--- src/rtl/button_conditioner.sv ---
`default_nettype none
// ============================================================================
// Module   : button_conditioner
// Purpose  : Synchronises and debounces the start/stop and reset pushbuttons,
//            producing debounced levels and one-cycle press pulses.
// Revision : 1.0
// ============================================================================
module button_conditioner #(
   parameter int DEBOUNCE_CYCLES = 1000000
) (
   input  logic clk,
   input  logic reset,
   input  logic btn_ss_raw,
   input  logic btn_rst_raw,
   output logic start_stop,
   output logic reset_btn,
   output logic ss_level,
   output logic rst_level
);

   localparam int                CNT_W      = $clog2(DEBOUNCE_CYCLES);
   localparam logic [CNT_W-1:0]  CNT_ACCEPT = CNT_W'(DEBOUNCE_CYCLES - 2);

   typedef enum logic [1:0] {
      RELEASED    = 2'd0,
      PRESS_CHK   = 2'd1,
      PRESSED     = 2'd2,
      RELEASE_CHK = 2'd3
   } state_t;

   logic [1:0] w_raw;
   logic [1:0] w_press_acc;
   logic [1:0] w_level;
   logic       start_stop_q;
   logic       start_stop_d;
   logic       reset_btn_q;
   logic       reset_btn_d;

   assign w_raw = {btn_rst_raw, btn_ss_raw};

   // Channel 0 = start/stop, channel 1 = reset button.
   for (genvar g = 0; g < 2; g++) begin : g_ch
      logic             sync1_q;
      logic             sync2_q;
      logic [CNT_W-1:0] cnt_q;
      logic             level_q;
      state_t           state_q;

      always_ff @(posedge clk or negedge reset) begin
         if (!reset) begin
            sync1_q <= 1'b0;
            sync2_q <= 1'b0;
            cnt_q   <= '0;
            level_q <= 1'b0;
            state_q <= RELEASED;
         end else begin
            sync1_q <= w_raw[g];
            sync2_q <= sync1_q;
            case (state_q)
               RELEASED: begin
                  if (sync2_q) begin
                     state_q <= PRESS_CHK;
                     cnt_q   <= '0;
                  end
               end
               PRESS_CHK: begin
                  if (!sync2_q) begin
                     state_q <= RELEASED;
                     cnt_q   <= '0;
                  end else if (cnt_q == CNT_ACCEPT) begin
                     // Entry cycle counts as the first stable sample.
                     state_q <= PRESSED;
                     cnt_q   <= '0;
                     level_q <= 1'b1;
                  end else begin
                     cnt_q <= cnt_q + CNT_W'(1);
                  end
               end
               PRESSED: begin
                  if (!sync2_q) begin
                     state_q <= RELEASE_CHK;
                     cnt_q   <= '0;
                  end
               end
               RELEASE_CHK: begin
                  if (sync2_q) begin
                     state_q <= PRESSED;
                     cnt_q   <= '0;
                  end else if (cnt_q == CNT_ACCEPT) begin
                     state_q <= RELEASED;
                     cnt_q   <= '0;
                     level_q <= 1'b0;
                  end else begin
                     cnt_q <= cnt_q + CNT_W'(1);
                  end
               end
               default: begin
                  state_q <= RELEASED;
                  cnt_q   <= '0;
               end
            endcase
         end
      end

      assign w_press_acc[g] = (state_q == PRESS_CHK) && sync2_q && (cnt_q == CNT_ACCEPT);
      assign w_level[g]     = level_q;
   end

   // Reset press wins; start/stop is blocked while the reset button is down.
   always_comb begin
      reset_btn_d  = w_press_acc[1];
      start_stop_d = w_press_acc[0] && !w_press_acc[1] && !w_level[1];
   end

   always_ff @(posedge clk or negedge reset) begin
      if (!reset) begin
         start_stop_q <= 1'b0;
         reset_btn_q  <= 1'b0;
      end else begin
         start_stop_q <= start_stop_d;
         reset_btn_q  <= reset_btn_d;
      end
   end

   assign start_stop = start_stop_q;
   assign reset_btn  = reset_btn_q;
   assign ss_level   = w_level[0];
   assign rst_level  = w_level[1];

endmodule
`default_nettype wire
--- config.mk ---
export PLATFORM = sky130hd
export DESIGN_NAME = button_conditioner
export DESIGN_NICKNAME = d
export VERILOG_FILES = /design/src/rtl/button_conditioner.sv
export SDC_FILE = /design/constraint.sdc
export NUM_CORES = 1
export LEC_CHECK = 0
export ABC_AREA = 1
export CAP_MARGIN = 20
export CORE_MARGIN = 2
export CORE_UTILIZATION = 56
export CTS_CLUSTER_DIAMETER = 100
export CTS_CLUSTER_SIZE = 24
export DETAILED_ROUTE_END_ITERATION = 16
export GPL_TIMING_DRIVEN = 0
export PLACE_DENSITY = 0.84
export SLEW_MARGIN = 40
export SYNTH_ARGS = -nofsm -noshare
export SYNTH_HDL_FRONTEND = slang
export SYNTH_SLANG_ARGS = --single-unit
--- constraint.sdc ---
create_clock -name clk -period 1.28 [get_ports clk]
set_input_delay 0.256 -clock clk [delete_from_list [all_inputs] [get_ports clk]]
set_output_delay 0.256 -clock clk [all_outputs]
set_load 0.1 [all_outputs]
[Yosys cells after proc, flatten, opt, wreduce, memory -nomap -nowiden]
Cells that the tools add are included.
Storage, ports and cells
  register bits: 52
  RAM bits: 0
  bits in latches: 0
  output and inout port bits: 4
  memories: 0
  memory bits (read-only): 0
  logic and storage cells: 92
Operators by class
  bitwise logic cells: 0
  order comparisons: 0
  reductions and logical operators: 18
  $mul: 0
  add/subtract/negate cells: 2
  shift operators: 0
  multiplexer cells: 36
  divide/modulo/power cells: 0
  equality and inequality tests: 24
Operators with widths (number)
  20-bit 2-to-1 mux: 10
  20-bit case mux with 4 select lines: 2
  20-bit by 1-bit adder with 20-bit output (second input constant): 2
  20-bit == test (second input constant): 2
  2-bit 2-to-1 mux: 12
  2-bit != test (second input constant): 12
  2-bit case mux with 4 select lines: 2
  3-bit != test (second input constant): 4
  5-bit AND reduction: 2
  2-bit == test (second input constant): 4
  1-bit 2-to-1 mux: 8
  4-bit AND reduction: 2
  1-bit logical AND: 6
  2-bit by 1-bit == test with 1-bit output (second input constant): 2
  2-bit logical NOT: 2
  1-bit case mux with 2 select lines: 2
  2-bit AND reduction: 2
  2-bit nonzero test: 2
  1-bit logical NOT: 2

[Logic depth before layout (Yosys ltp)]
Gate-level depths: netlist of the first run.
  depth in word-level cells: 6
  gate-level depth with buffers: 9

[Worst setup path before layout of the first run]
No wires, ideal clock.
  path kind: register to register
  start: register g_ch[0].cnt_q[0]
  end: register start_stop_q, in the netlist start_stop
  path buffers: 0
  clock period less this slack: 1.415 ns
  arrival time: 1.346 ns
  setup slack: -0.135 ns
  cell stages (with the launch flop): 10
  library setup time: 0.069 ns
  cell sequence: dfrtp_1 > inv_1 > ha_1 > nand2_1 > nor2_1 > nand3_1 > nor2_4 > nand2_2 > or2_0 > nor2_2
On the way
  cells in the longest elaborated chain, start to end: 4
RTL lines
  start: declaration: line 45  | logic [CNT_W-1:0] cnt_q;
  start signal: assignment: line 76  | cnt_q <= cnt_q + CNT_W'(1);
  start signal: assignment: line 94  | cnt_q <= cnt_q + CNT_W'(1);
  20-bit == test: line 105  | assign w_press_acc[g] = (state_q == PRESS_CHK) && sync2_q && (cnt_q == CNT_ACCEPT);
  1-bit logical AND: line 105
  1-bit logical AND (2 in series): line 112  | start_stop_d = w_press_acc[0] && !w_press_acc[1] && !w_level[1];
  named net start_stop_d: line 35  | logic start_stop_d;
  end signal: assignment: line 120  | start_stop_q <= start_stop_d;
  end: declaration: line 34  | logic start_stop_q;
The timed path passes the listed nets, and every way through them passes these cells.
A chain may end at the register's enable or synchronous reset.

[Worst setup path after layout of the first run]
  start: register g_ch[0].cnt_q[9]
  end: register start_stop_q, in the netlist start_stop
Same word-level chain as after synthesis.

==> impl_metrics.env, run 1 <==
export IMPL_fin_hold_ws_ns=0.3431
export IMPL_cp_slowest_stage_delay_ns=0.56
export IMPL_max_slew_margin=0.7446
export IMPL_arrival_ns=1.97
export IMPL_final_nets=507
export IMPL_row_count=27
export IMPL_grt_max_degree=36
export IMPL_min_period_ns=1.709
export IMPL_wirelength_met1_mm=3.875
export IMPL_crit_type="flop to flop"
export IMPL_crit_chain="nand2_1 -> nor2_1 -> nand3_2 -> nor2_4 -> nand2_2 -> or2_1 -> nor2_2"
export IMPL_status="finished, violations left"
export IMPL_cts_tree="done"
export IMPL_h_tree_depth=2
export IMPL_drt_total_wl_mm=11.73
export IMPL_rsz0062_at_grt="yes"
export IMPL_viasPerCell=6.514
export IMPL_gp_congestion=0.9409
export IMPL_clockBufferDepth=2
export IMPL_synth_edf_count=0
export IMPL_route_met2_wl_mm=5.515
export IMPL_r2r_start="g_ch[0].cnt_q[9]$_DFFE_PN0P_"
export IMPL_vdd_drop_max_mv=1.074
export IMPL_clkLatencyLatePin_ns=0.33
export IMPL_synth_ff_type="dfrtp_1"
export IMPL_gr_usage_all_layers=0.3147
export IMPL_clk_pin_slew_ns=0.11
export IMPL_areaGrowthSynthToFinish_pct=38.89
export IMPL_drv_cap=0
export IMPL_drt_first_pass_iters=9
export IMPL_syn_area_per_cell_um2=7.159
export IMPL_dieWidth_um=78.58
export IMPL_grt_ovfl_total=0
export IMPL_hold_path_class="primary input to asynchronous set/reset pin"
export IMPL_cp_start_kind="flop"
export IMPL_die_h_um=78.58
export IMPL_path_buf_inv=0
export IMPL_timing_final_crit_share=1.335
export IMPL_cts_inserted_buffers=5
export IMPL_wl_met3_mm=1.190
export IMPL_critPathMaxFanout=7
export IMPL_synth_seq_cells=52
export IMPL_clock_skew_ns=0.02187
export IMPL_vias=3726
export IMPL_antenna_cells=0
export IMPL_finish_utilization=0.7953
export IMPL_drt_initial_drc_count=520
export IMPL_dp_hpwl_mm=5.200
export IMPL_port_buffers=7
export IMPL_yosysSeqAreaShare=0.4178
export IMPL_syn_inst=435
export IMPL_syn_num_nets=443
export IMPL_worstMarginPinSlew_ns=0.3827
export IMPL_cts_sinks=52
export IMPL_finalPower_mw=4.945
export IMPL_start_util=0.5726
export IMPL_slew_viol_final=0
export IMPL_design_area_um2=4325
export IMPL_grt_pass1_vias=3265
export IMPL_highest_layer="met4"
export IMPL_worst_setup_path_end_kind="flop"
export IMPL_root_buffer="clkbuf_8"
export IMPL_fmax_ghz=0.5853
export IMPL_hold_viol=0
export IMPL_violations="negative setup slack"
export IMPL_power_density_nw_per_um2=1143
export IMPL_drive_above_1_share=0.3660
export IMPL_setup_ws_ns=-0.4286
export IMPL_setup_viol=48
export IMPL_antenna_found_initial=0
export IMPL_ys_types=27
export IMPL_dieArea_um2=6174
export IMPL_fp_coreArea_um2=5439
export IMPL_netlist_area_um2=3114
export IMPL_yosysWarnings=0
export IMPL_place_area_um2=3316
export IMPL_async_flop_share=1.000
export IMPL_cp_required_ns=1.54
export IMPL_io_pins=8
export IMPL_pre_cts_slack_ns=-0.3293
export IMPL_grt_pass1_wl_mm=15.39
export IMPL_avgRoutedWirePerCell_um=20.50
export IMPL_setup_worst_path_start="g_ch[0].cnt_q[9]$_DFFE_PN0P_"
export IMPL_cp_top_family="simple AND/OR/NAND/NOR gates"
export IMPL_ant_nets=0
export IMPL_power_leakage_nw=1.897
export IMPL_remaining_drc_errors=0
export IMPL_crit_slowest_cell="dfrtp_1"
[cells in the final DEF (no fill, tap or decap), drive strengths merged]
cell and count:
a21oi 4, a41oi 1, buf 59, clkbuf 5, clkdlybuf4s50 2, clkinv 3
dfrtp 52, dlygate4sd3 1, ha 4, inv 52, nand2 136, nand3 51
nand3b 2, nand4 13, nor2 61, nor3 4, o21ai 24, o21bai 4
o22ai 8, or2 3, xnor2 1, xor2 10
[cells by family after synthesis]
group,share of synthesized area
buffers and inverters,0.07593
adders and majority gates,0.01607
and+or+nand+nor,0.3857
AOI/OAI and AO/OA,0.07352
DFF,0.4178
xor gates and xnor gates,0.03094
[area by class of cell]
type	instances	area, µm²
Buffer	6	57.56
Clock buffer	5	68.82
Clock inverter	3	22.52
Fill cell	279	1114
Inverter	52	207.7
Multi-Input combinational cell	326	2052
Sequential cell	52	1314
Tap cell	72	90.09
Timing Repair Buffer	56	513.0
[layer usage]
metal / GRT usage / up-vias
met5: 0 / -
met4: 0.1509 / 0
met3: 0.05172 / 150
met2: 0.5547 / 348
met1: 0.3712 / 1701
li1: - / 1527
[where the power goes]
group          internal, mW  leakage [nW]  switching, mW
logic                 0.855          1.16           1.13
clock network         0.394        0.0485          0.611
registers              1.76         0.691          0.193
total                  3.01          1.90           1.93
[synth_stat cells (3+ instances only)]
master | number | share of area
ha_1 | 4 | 0.016
o21ai_1 | 7 | 0.011
inv_1 | 49 | 0.059
nand3_1 | 49 | 0.079
nor2_4 | 3 | 0.011
o22ai_1 | 8 | 0.016
dfrtp_1 | 52 | 0.42
xor2_1 | 10 | 0.028
nor3_1 | 4 | 0.0064
o21ai_0 | 17 | 0.027
nand2_2 | 6 | 0.012
nor2_1 | 47 | 0.057
nand4_1 | 13 | 0.026
buf_2 | 3 | 0.0048
nor2_2 | 11 | 0.022
o21bai_1 | 4 | 0.0096
a21oi_1 | 4 | 0.0064
nand2_1 | 129 | 0.16
inv_2 | 3 | 0.0036
[state kept, by name, indices dropped and copies added, names as in the netlist, named ones only]
name	flops
g_ch.sync1_q	2
start_stop	1
rst_level	1
reset_btn	1
g_ch.sync2_q	2
g_ch.cnt_q	40
ss_level	1
g_ch.state_q	2
[worst paths after layout]
kind / to / slack, ns / depth (start not counted)
min in group clk: g_ch[1].sync2_q$_DFF_PN0_ / 0.36 / 0
min reg2reg: g_ch[1].sync2_q$_DFF_PN0_ / 0.36 / 0
max: start_stop$_DFF_PN0_ / -0.43 / 7
max in group asynchronous: g_ch[1].cnt_q[10]$_DFFE_PN0P_ / 0.42 / 3
min: g_ch[0].cnt_q[6]$_DFFE_PN0P_ / 0.34 / 2
max reg2reg: start_stop$_DFF_PN0_ / -0.43 / 7
[per-stage QoR]
stage,TNS (ns),cells
after floorplan,-0.8864,435
after global placement,-90.33,514
after detailed placement,-11.01,515
after CTS,-7.434,555
after global routing,-17.33,572
final,-14.68,572
[repair_timing]
item	CTS	global route
gates resized for setup	94	60
endpoints found under the hold margin	17	0
setup buffers	28	17
hold buffers	1	0
endpoints found under the setup margin	52	50
pin swaps	19	32
gates cloned	3	0
(Power assumes the default switching activity.)
==> run 2, diff against run 1 <==
--- a/config.mk
+++ b/config.mk
@@ -5,15 +5,14 @@
 export SDC_FILE = /design/constraint.sdc
 export NUM_CORES = 1
 export LEC_CHECK = 0
-export ABC_AREA = 1
 export CAP_MARGIN = 20
 export CORE_MARGIN = 2
-export CORE_UTILIZATION = 56
+export CORE_UTILIZATION = 55
 export CTS_CLUSTER_DIAMETER = 100
 export CTS_CLUSTER_SIZE = 24
 export DETAILED_ROUTE_END_ITERATION = 16
 export GPL_TIMING_DRIVEN = 0
-export PLACE_DENSITY = 0.84
+export PLACE_DENSITY = 0.83
 export SLEW_MARGIN = 40
 export SYNTH_ARGS = -nofsm -noshare
 export SYNTH_HDL_FRONTEND = slang
==> constraint.sdc (replaced) <==
create_clock -name clk -period 1.4 [get_ports clk]
set_input_delay 0.28 -clock clk [delete_from_list [all_inputs] [get_ports clk]]
set_output_delay 0.28 -clock clk [all_outputs]
set_load 0.1 [all_outputs]
==> run 2 against run 1 <==
Largest cell class unchanged; register-to-register slack worse by 0.48 ns; non-clock buffer count fell by 4; synthesized cell count decreased by 27%; highest routed layer unchanged; the flow still finishes with violations (negative setup slack); critical endpoint is now g_ch[0].cnt_q[2]$_DFFE_PN0P_; critical path depth rose by 1; sequential share of layout area grew 2.4 points; flip-flop and latch count is the same; global-route usage decreased by 3.8 points; largest power group unchanged; final area fell by 6.7%; setup slack got worse by 0.48 ns; cell count is 23% lower; die area fell by 5.4%.
==> impl_metrics.env, run 2 <==
export IMPL_fp_coreArea_um2=5075
export IMPL_p_switching_mw=2.686
export IMPL_drt_initial_drc_count=755
export IMPL_grt_pass1_vias=2652
export IMPL_synth_area_leaders="dfrtp_1, nand2_1, nand3_1, a21oi_1, a21o_1"
export IMPL_final_cell_mix="dfrtp_1, nand2_1, buf_4"
export IMPL_place_area_um2=3122
export IMPL_yosysMostFrequentCell="dfrtp_1"
export IMPL_drt_first_pass_iters=6
export IMPL_syn_inst=318
export IMPL_dieArea_um2=5839
export IMPL_viasPerCell=7.391
export IMPL_pwr_share_clk=0.154
export IMPL_yosysWarnings=0
export IMPL_clockBufferDepth=2
export IMPL_row_count=26
export IMPL_fillers=245
export IMPL_fmax_ghz=0.4337
export IMPL_netlist_area_leader_share=0.4512
export IMPL_violations="negative setup slack"
export IMPL_remaining_drc_errors=0
export IMPL_worstMarginPinSlew_ns=0.6652
export IMPL_p_sw_frac=0.4276
export IMPL_status="finished, violations left"
export IMPL_min_period_ns=2.306
export IMPL_grt_max_degree=42
export IMPL_synth_top_cell_by_area="dfrtp_1"
export IMPL_ant_nets=0
export IMPL_cts_tree="done"
export IMPL_fin_hold_ws_ns=0.3668
export IMPL_start_util=0.5683
export IMPL_setup_viol=48
export IMPL_cp_start_kind="flop"
export IMPL_avgRoutedWirePerCell_um=25.42
export IMPL_setup_ws_ns=-0.9058
export IMPL_power_density_nw_per_um2=1556
export IMPL_gp_congestion=0.9533
export IMPL_clk_pin_slew_ns=0.10
export IMPL_vias=3267
export IMPL_grt_pass1_wl_mm=13.02
export IMPL_drive_above_1_share=0.4382
export IMPL_port_buffers=7
export IMPL_clkLatencyLatePin_ns=0.32
export IMPL_max_slew_margin=0.5566
export IMPL_antenna_cells=0
export IMPL_power_frac_comb=0.544
export IMPL_die_h_um=76.42
export IMPL_vdd_drop_max_mv=1.580
export IMPL_finalPower_mw=6.281
export IMPL_multiInputGateArea_um2=1911
export IMPL_gr_usage_all_layers=0.2772
export IMPL_mostFrequentLayoutCell="dfrtp_1"
export IMPL_slew_viol_final=0
export IMPL_largest_register="g_ch.cnt_q"
export IMPL_dp_hpwl_mm=4.512
export IMPL_async_flop_share=1.000
export IMPL_largest_register_ffs=40
export IMPL_antenna_found_initial=0
export IMPL_synth_top_cells_by_count="dfrtp_1, nand2_1, nand3_1"
export IMPL_p_seq_frac=0.302
export IMPL_design_area_um2=4038
export IMPL_hold_path_class="primary input to asynchronous set/reset pin"
export IMPL_synth_edf_count=0
export IMPL_h_tree_depth=2
export IMPL_cts_inserted_buffers=5
export IMPL_critPathMaxFanout=6
export IMPL_power_leakage_nw=1.693
export IMPL_synth_seq_cells=52
export IMPL_crit_type="flop to flop"
export IMPL_rsz0062_at_grt="yes"
export IMPL_syn_area_per_cell_um2=9.069
export IMPL_worst_setup_path_end_kind="flop"
export IMPL_root_buffer="clkbuf_8"
export IMPL_ys_types=53
export IMPL_areaGrowthSynthToFinish_pct=40.00
export IMPL_clock_skew_ns=0.01462
export IMPL_yosysSeqAreaShare=0.4512
export IMPL_netlist_area_um2=2884
export IMPL_dieWidth_um=76.42
export IMPL_final_nets=379
export IMPL_cell_internal_pwr_mw=3.595
export IMPL_arrival_ns=2.51
export IMPL_grt_ovfl_total=0
export IMPL_hold_viol=0
export IMPL_synth_ff_type="dfrtp_1"
export IMPL_drv_cap=0
export IMPL_drt_total_wl_mm=11.24
export IMPL_cp_required_ns=1.60
export IMPL_cts_sinks=52
export IMPL_io_pins=8
export IMPL_timing_final_crit_share=1.647
export IMPL_syn_num_nets=326
export IMPL_regArea_um2=1324
[run 2: changes by cell type after synthesis, sizes merged, moves of 8 or more]
cell,delta
clkbuf,+8
nor4,+9
inv,-41
o22ai,-8
nor2,-44
nand3,-27
or3,+9
a21o,+13
a21oi,+18
nand2,-98
xor2,-8
[run 2: path summary, 6_finish.rpt]
| kind | from | endpoint | slack [ns] | depth (start not counted) |
|---|---|---|---|---|
| setup / recovery | g_ch[0].cnt_q[1]$_DFFE_PN0P_ | g_ch[0].cnt_q[2]$_DFFE_PN0P_ | -0.91 | 8 |
| hold / removal | reset | g_ch[0].cnt_q[10]$_DFFE_PN0P_ | 0.37 | 2 |
| setup reg to reg | g_ch[0].cnt_q[1]$_DFFE_PN0P_ | g_ch[0].cnt_q[2]$_DFFE_PN0P_ | -0.91 | 8 |
| hold reg to reg | g_ch[1].sync1_q$_DFF_PN0_ | g_ch[1].sync2_q$_DFF_PN0_ | 0.37 | 0 |
| max in group asynchronous | reset | g_ch[0].cnt_q[11]$_DFFE_PN0P_ | 0.55 | 3 |
| min in group clk | g_ch[1].sync1_q$_DFF_PN0_ | g_ch[1].sync2_q$_DFF_PN0_ | 0.37 | 0 |
[run 2: area by class of cell]
cell class,instances,share of cell area
multi-input cells,243,0.4732
flip-flops and latches,52,0.3279
repair buffers,49,0.1199
plain buffers,9,0.02479
clock buffers,8,0.02231
well taps,70,0.02169
inverters,11,0.01023
[run 2: cells by family (layout without fill, tap and decap cells)]
kind of cell    count (synthesis)  after routing  synth area share
simple gates                  155            155            0.2989
mux                             4              4           0.01432
compound gates                 78             78            0.1727
fa+ha+maj                       4              4           0.01735
xor+xnor                        2              2          0.006075
buf+inv                        23             77           0.03948
flops                          52             52            0.4512
[run 2: repair_timing]
action	CTS	global route
hold buffers	1	0
endpoints found under the hold margin	11	0
endpoints found under the setup margin	49	48
pin swaps	32	34
cloned	1	1
setup buffers	25	15
resized for setup	71	75
[run 2: stage by stage]
step | instances | TNS, ns | utilization | setup WS (ns)
2_1_floorplan | 318 | -17.57 | - | -0.7093
3_3_place_gp | 395 | -103.36 | 0.6156 | -1.446
3_5_place_dp | 396 | -28.94 | 0.6151 | -0.9318
4_1_cts | 430 | -25.34 | 0.7192 | -0.8166
5_1_grt | 442 | -32.85 | 0.7956 | -0.9543
6_report | 442 | -32.03 | 0.7956 | -0.9058
[run 2: power by group through the flow]
stage | sequential, mW | combinational [mW] | clock [mW]
3_3_place_gp | 1.83 | 1.62 | 0
4_1_cts | 1.80 | 2.32 | 0.906
2_1_floorplan | 1.79 | 1.25 | 0
3_5_place_dp | 1.84 | 1.68 | 0
6_report | 1.90 | 3.42 | 0.965
5_1_grt | 1.91 | 3.48 | 0.990
[run 2: worst max-delay path: stages, from the launching register on]
cell	delay, ns
dfrtp_2	0.50
ha_4	0.16
or4b_4	0.47
or3_4	0.36
buf_6	0.13
o21ai_4	0.20
buf_6	0.15
o21ai_2	0.05
a21o_1	0.18
[run 2: metal layers]
layer | GRT usage | vias up | routed length, µm
met5 | 0 | - | 0
met4 | 0.1145 | 0 | 726
met3 | 0.04976 | 97 | 1413
met2 | 0.4265 | 341 | 4964
met1 | 0.3892 | 1541 | 4132
li1 | - | 1288 | -
==> run 3, diff against run 2 <==
--- a/config.mk
+++ b/config.mk
@@ -7,12 +7,12 @@
 export LEC_CHECK = 0
 export CAP_MARGIN = 20
 export CORE_MARGIN = 2
-export CORE_UTILIZATION = 55
+export CORE_UTILIZATION = 40
 export CTS_CLUSTER_DIAMETER = 100
 export CTS_CLUSTER_SIZE = 24
 export DETAILED_ROUTE_END_ITERATION = 16
 export GPL_TIMING_DRIVEN = 0
-export PLACE_DENSITY = 0.83
+export PLACE_DENSITY = 0.66
 export SLEW_MARGIN = 40
 export SYNTH_ARGS = -nofsm -noshare
 export SYNTH_HDL_FRONTEND = slang
==> run 3 against run 2 <==
The run still ends with negative setup slack left; fmax rose by 4.1%; sequential power fell by 3%; flip-flop and latch count did not move; core utilization fell by 22 points; global-route usage fell by 7.4 points; first-iteration DRC count fell by 77%; clock power fell by 7.4%; combinational power fell by 20%; critical path type unchanged; critical endpoint is now g_ch[0].cnt_q[16]$_DFFE_PN0P_; largest cell class unchanged; largest power group unchanged.
==> impl_metrics.env, run 3 (synthesized netlist as in run 2, its figures left out) <==
export IMPL_timing_rr_end="g_ch[0].cnt_q[16]$_DFFE_PN0P_"
export IMPL_fp_coreArea_um2=6869
export IMPL_min_period_ns=2.215
export IMPL_gp_congestion=0.8291
export IMPL_setup_tns_ns=-26.54
export IMPL_cts_sinks=52
export IMPL_cp_start_kind="flop"
export IMPL_crit_cells=9
export IMPL_r2r_start="g_ch[0].cnt_q[0]$_DFFE_PN0P_"
export IMPL_drt_total_wl_mm=7.824
export IMPL_drt_initial_drc_count=175
export IMPL_met2_usage=0.3073
export IMPL_start_util=0.4199
export IMPL_crit_slowest_cell="or4b_4"
export IMPL_rsz0062_at_grt="yes"
export IMPL_antenna_cells=0
export IMPL_clock_skew_ns=0.003744
export IMPL_setup_ws_ns=-0.8149
export IMPL_final_nets=380
export IMPL_slew_viol_final=0
export IMPL_vias=2762
export IMPL_endpoint="g_ch[0].cnt_q[16]$_DFFE_PN0P_"
export IMPL_setup_viol=48
export IMPL_critPathMaxFanout=9
export IMPL_drive_above_1_share=0.3914
export IMPL_h_tree_depth=2
export IMPL_status="finished, violations left"
export IMPL_vdd_drop_max_mv=0.8977
export IMPL_fmax_ghz=0.4515
export IMPL_remaining_drc_errors=0
export IMPL_worst_setup_path_end_kind="flop"
export IMPL_dieArea_um2=7905
export IMPL_violations="negative setup slack"
export IMPL_grtUsageMet3=0.02862
export IMPL_final_cell_mix="dfrtp_1, nand2_1, buf_4"
export IMPL_cts_inserted_buffers=5
export IMPL_crit_chain="inv_2 -> ha_1 -> or4b_4 -> or3_4 -> o21a_1 -> buf_6 -> buf_12 -> a21oi_4 -> mux2i_1"
export IMPL_mostFrequentLayoutCell="dfrtp_1"
export IMPL_clockBufferDepth=2
export IMPL_grt_ovfl_total=0
export IMPL_drv_cap=0
export IMPL_grt_pass1_vias=2511
export IMPL_io_pins=8
export IMPL_ant_nets=0
export IMPL_design_area_um2=3946
export IMPL_port_buffers=7
export IMPL_r2r_slack_ns=-0.81
export IMPL_clkLatencyLatePin_ns=0.31
export IMPL_cp_required_ns=1.60
export IMPL_die_h_um=88.91
export IMPL_timing_final_crit_share=1.582
export IMPL_met1_usage=0.3033
export IMPL_largest_register="g_ch.cnt_q"
export IMPL_hold_viol=0
export IMPL_power_density_nw_per_um2=1389
export IMPL_clk_pin_slew_ns=0.10
export IMPL_fillers=564
export IMPL_root_buffer="clkbuf_8"
export IMPL_gr_usage_all_layers=0.2033
export IMPL_largest_register_ffs=40
export IMPL_grt_busiest_layer="met2"
export IMPL_worstMarginPinSlew_ns=0.6452
export IMPL_regArea_um2=1318
export IMPL_grt_max_degree=37
export IMPL_dieWidth_um=88.91
export IMPL_drt_first_pass_iters=4
export IMPL_cp_top_family="simple AND/OR/NAND/NOR gates"
export IMPL_hold_path_class="flop to flop"
export IMPL_setup_worst_path_start="g_ch[0].cnt_q[0]$_DFFE_PN0P_"
export IMPL_avgRoutedWirePerCell_um=16.68
export IMPL_r2r_cells=9
export IMPL_power_leakage_nw=1.685
export IMPL_grt_pass1_wl_mm=12.46
export IMPL_row_count=30
export IMPL_antenna_found_initial=0
export IMPL_areaGrowthSynthToFinish_pct=36.83
export IMPL_arrival_ns=2.42
export IMPL_path_buf_inv=3
export IMPL_cp_slowest_stage_delay_ns=0.46
export IMPL_dp_hpwl_mm=4.609
export IMPL_multiInputGateArea_um2=1833
export IMPL_max_slew_margin=0.5698
export IMPL_cts_tree="done"
export IMPL_viasPerCell=5.889
export IMPL_place_area_um2=3154
export IMPL_finish_utilization=0.5745
export IMPL_crit_type="flop to flop"
[run 3: changes by cell type in the layout (fill, tap and decap cells not counted), sizes merged]
cell and delta:
clkinvlp +1, clkinv +1, buf -1
[run 3: layout make-up]
| type | count | share of cell area |
|---|---|---|
| clock buffer | 6 | 0.01839 |
| clock inverter | 2 | 0.004122 |
| sequential | 52 | 0.3339 |
| tap | 96 | 0.03044 |
| multi-input combinational | 243 | 0.4645 |
| buffer | 9 | 0.02283 |
| inverter | 11 | 0.01046 |
| timing repair buffer | 50 | 0.1154 |
[run 3: timing repair]
| item | in CTS | in global routing |
|---|---|---|
| setup buffers | 24 | 15 |
| hold buffers | 1 | 0 |
| endpoints found under the hold margin | 16 | 0 |
| gates cloned | 1 | 1 |
| resized for setup | 73 | 38 |
| pin swaps | 20 | 21 |
| endpoints found under the setup margin | 49 | 50 |
[run 3: worst min path at each step]
| stage | startpoint | cells after the start | slack, ns | endpoint |
|---|---|---|---|---|
| 2_1_floorplan | reset | 0 | -0.02 | asynchronous set/reset pin |
| 3_3_place_gp | g_ch[1].sync1_q$_DFF_PN0_ | 0 | 0.33 | g_ch[1].sync2_q$_DFF_PN0_ |
| 3_5_place_dp | reset | 1 | 0.17 | g_ch[0].cnt_q[10]$_DFFE_PN0P_ |
| 4_1_cts | g_ch[1].sync1_q$_DFF_PN0_ | 0 | 0.36 | g_ch[1].sync2_q$_DFF_PN0_ |
| 5_1_grt | g_ch[1].sync1_q$_DFF_PN0_ | 0 | 0.37 | g_ch[1].sync2_q$_DFF_PN0_ |
| 6_report | g_ch[1].sync1_q$_DFF_PN0_ | 0 | 0.36 | g_ch[1].sync2_q$_DFF_PN0_ |
[run 3: power breakdown]
group / switching, mW / total, mW / internal [mW]
clock network: 0.536 / 0.894 / 0.357
logic: 1.49 / 2.75 / 1.26
registers: 0.208 / 1.84 / 1.63
[run 3: metrics by stage]
stage / cells / hold slack [ns] / power (mW) / setup WS [ns]
2_1_floorplan: 318 / -0.01559 / 3.039 / -0.7093
3_3_place_gp: 421 / 0.3318 / 3.488 / -1.595
3_5_place_dp: 422 / 0.1663 / 3.528 / -0.8637
4_1_cts: 455 / 0.3593 / 5.035 / -0.8076
5_1_grt: 469 / 0.3668 / 5.762 / -0.8797
6_report: 469 / 0.3620 / 5.483 / -0.8149
[run 3: metal layers]
metal  part of all wire  routed length (µm)
met5                  0                   0
met4              0.021                 165
met3              0.050                 388
met2               0.47                3681
met1               0.46                3589
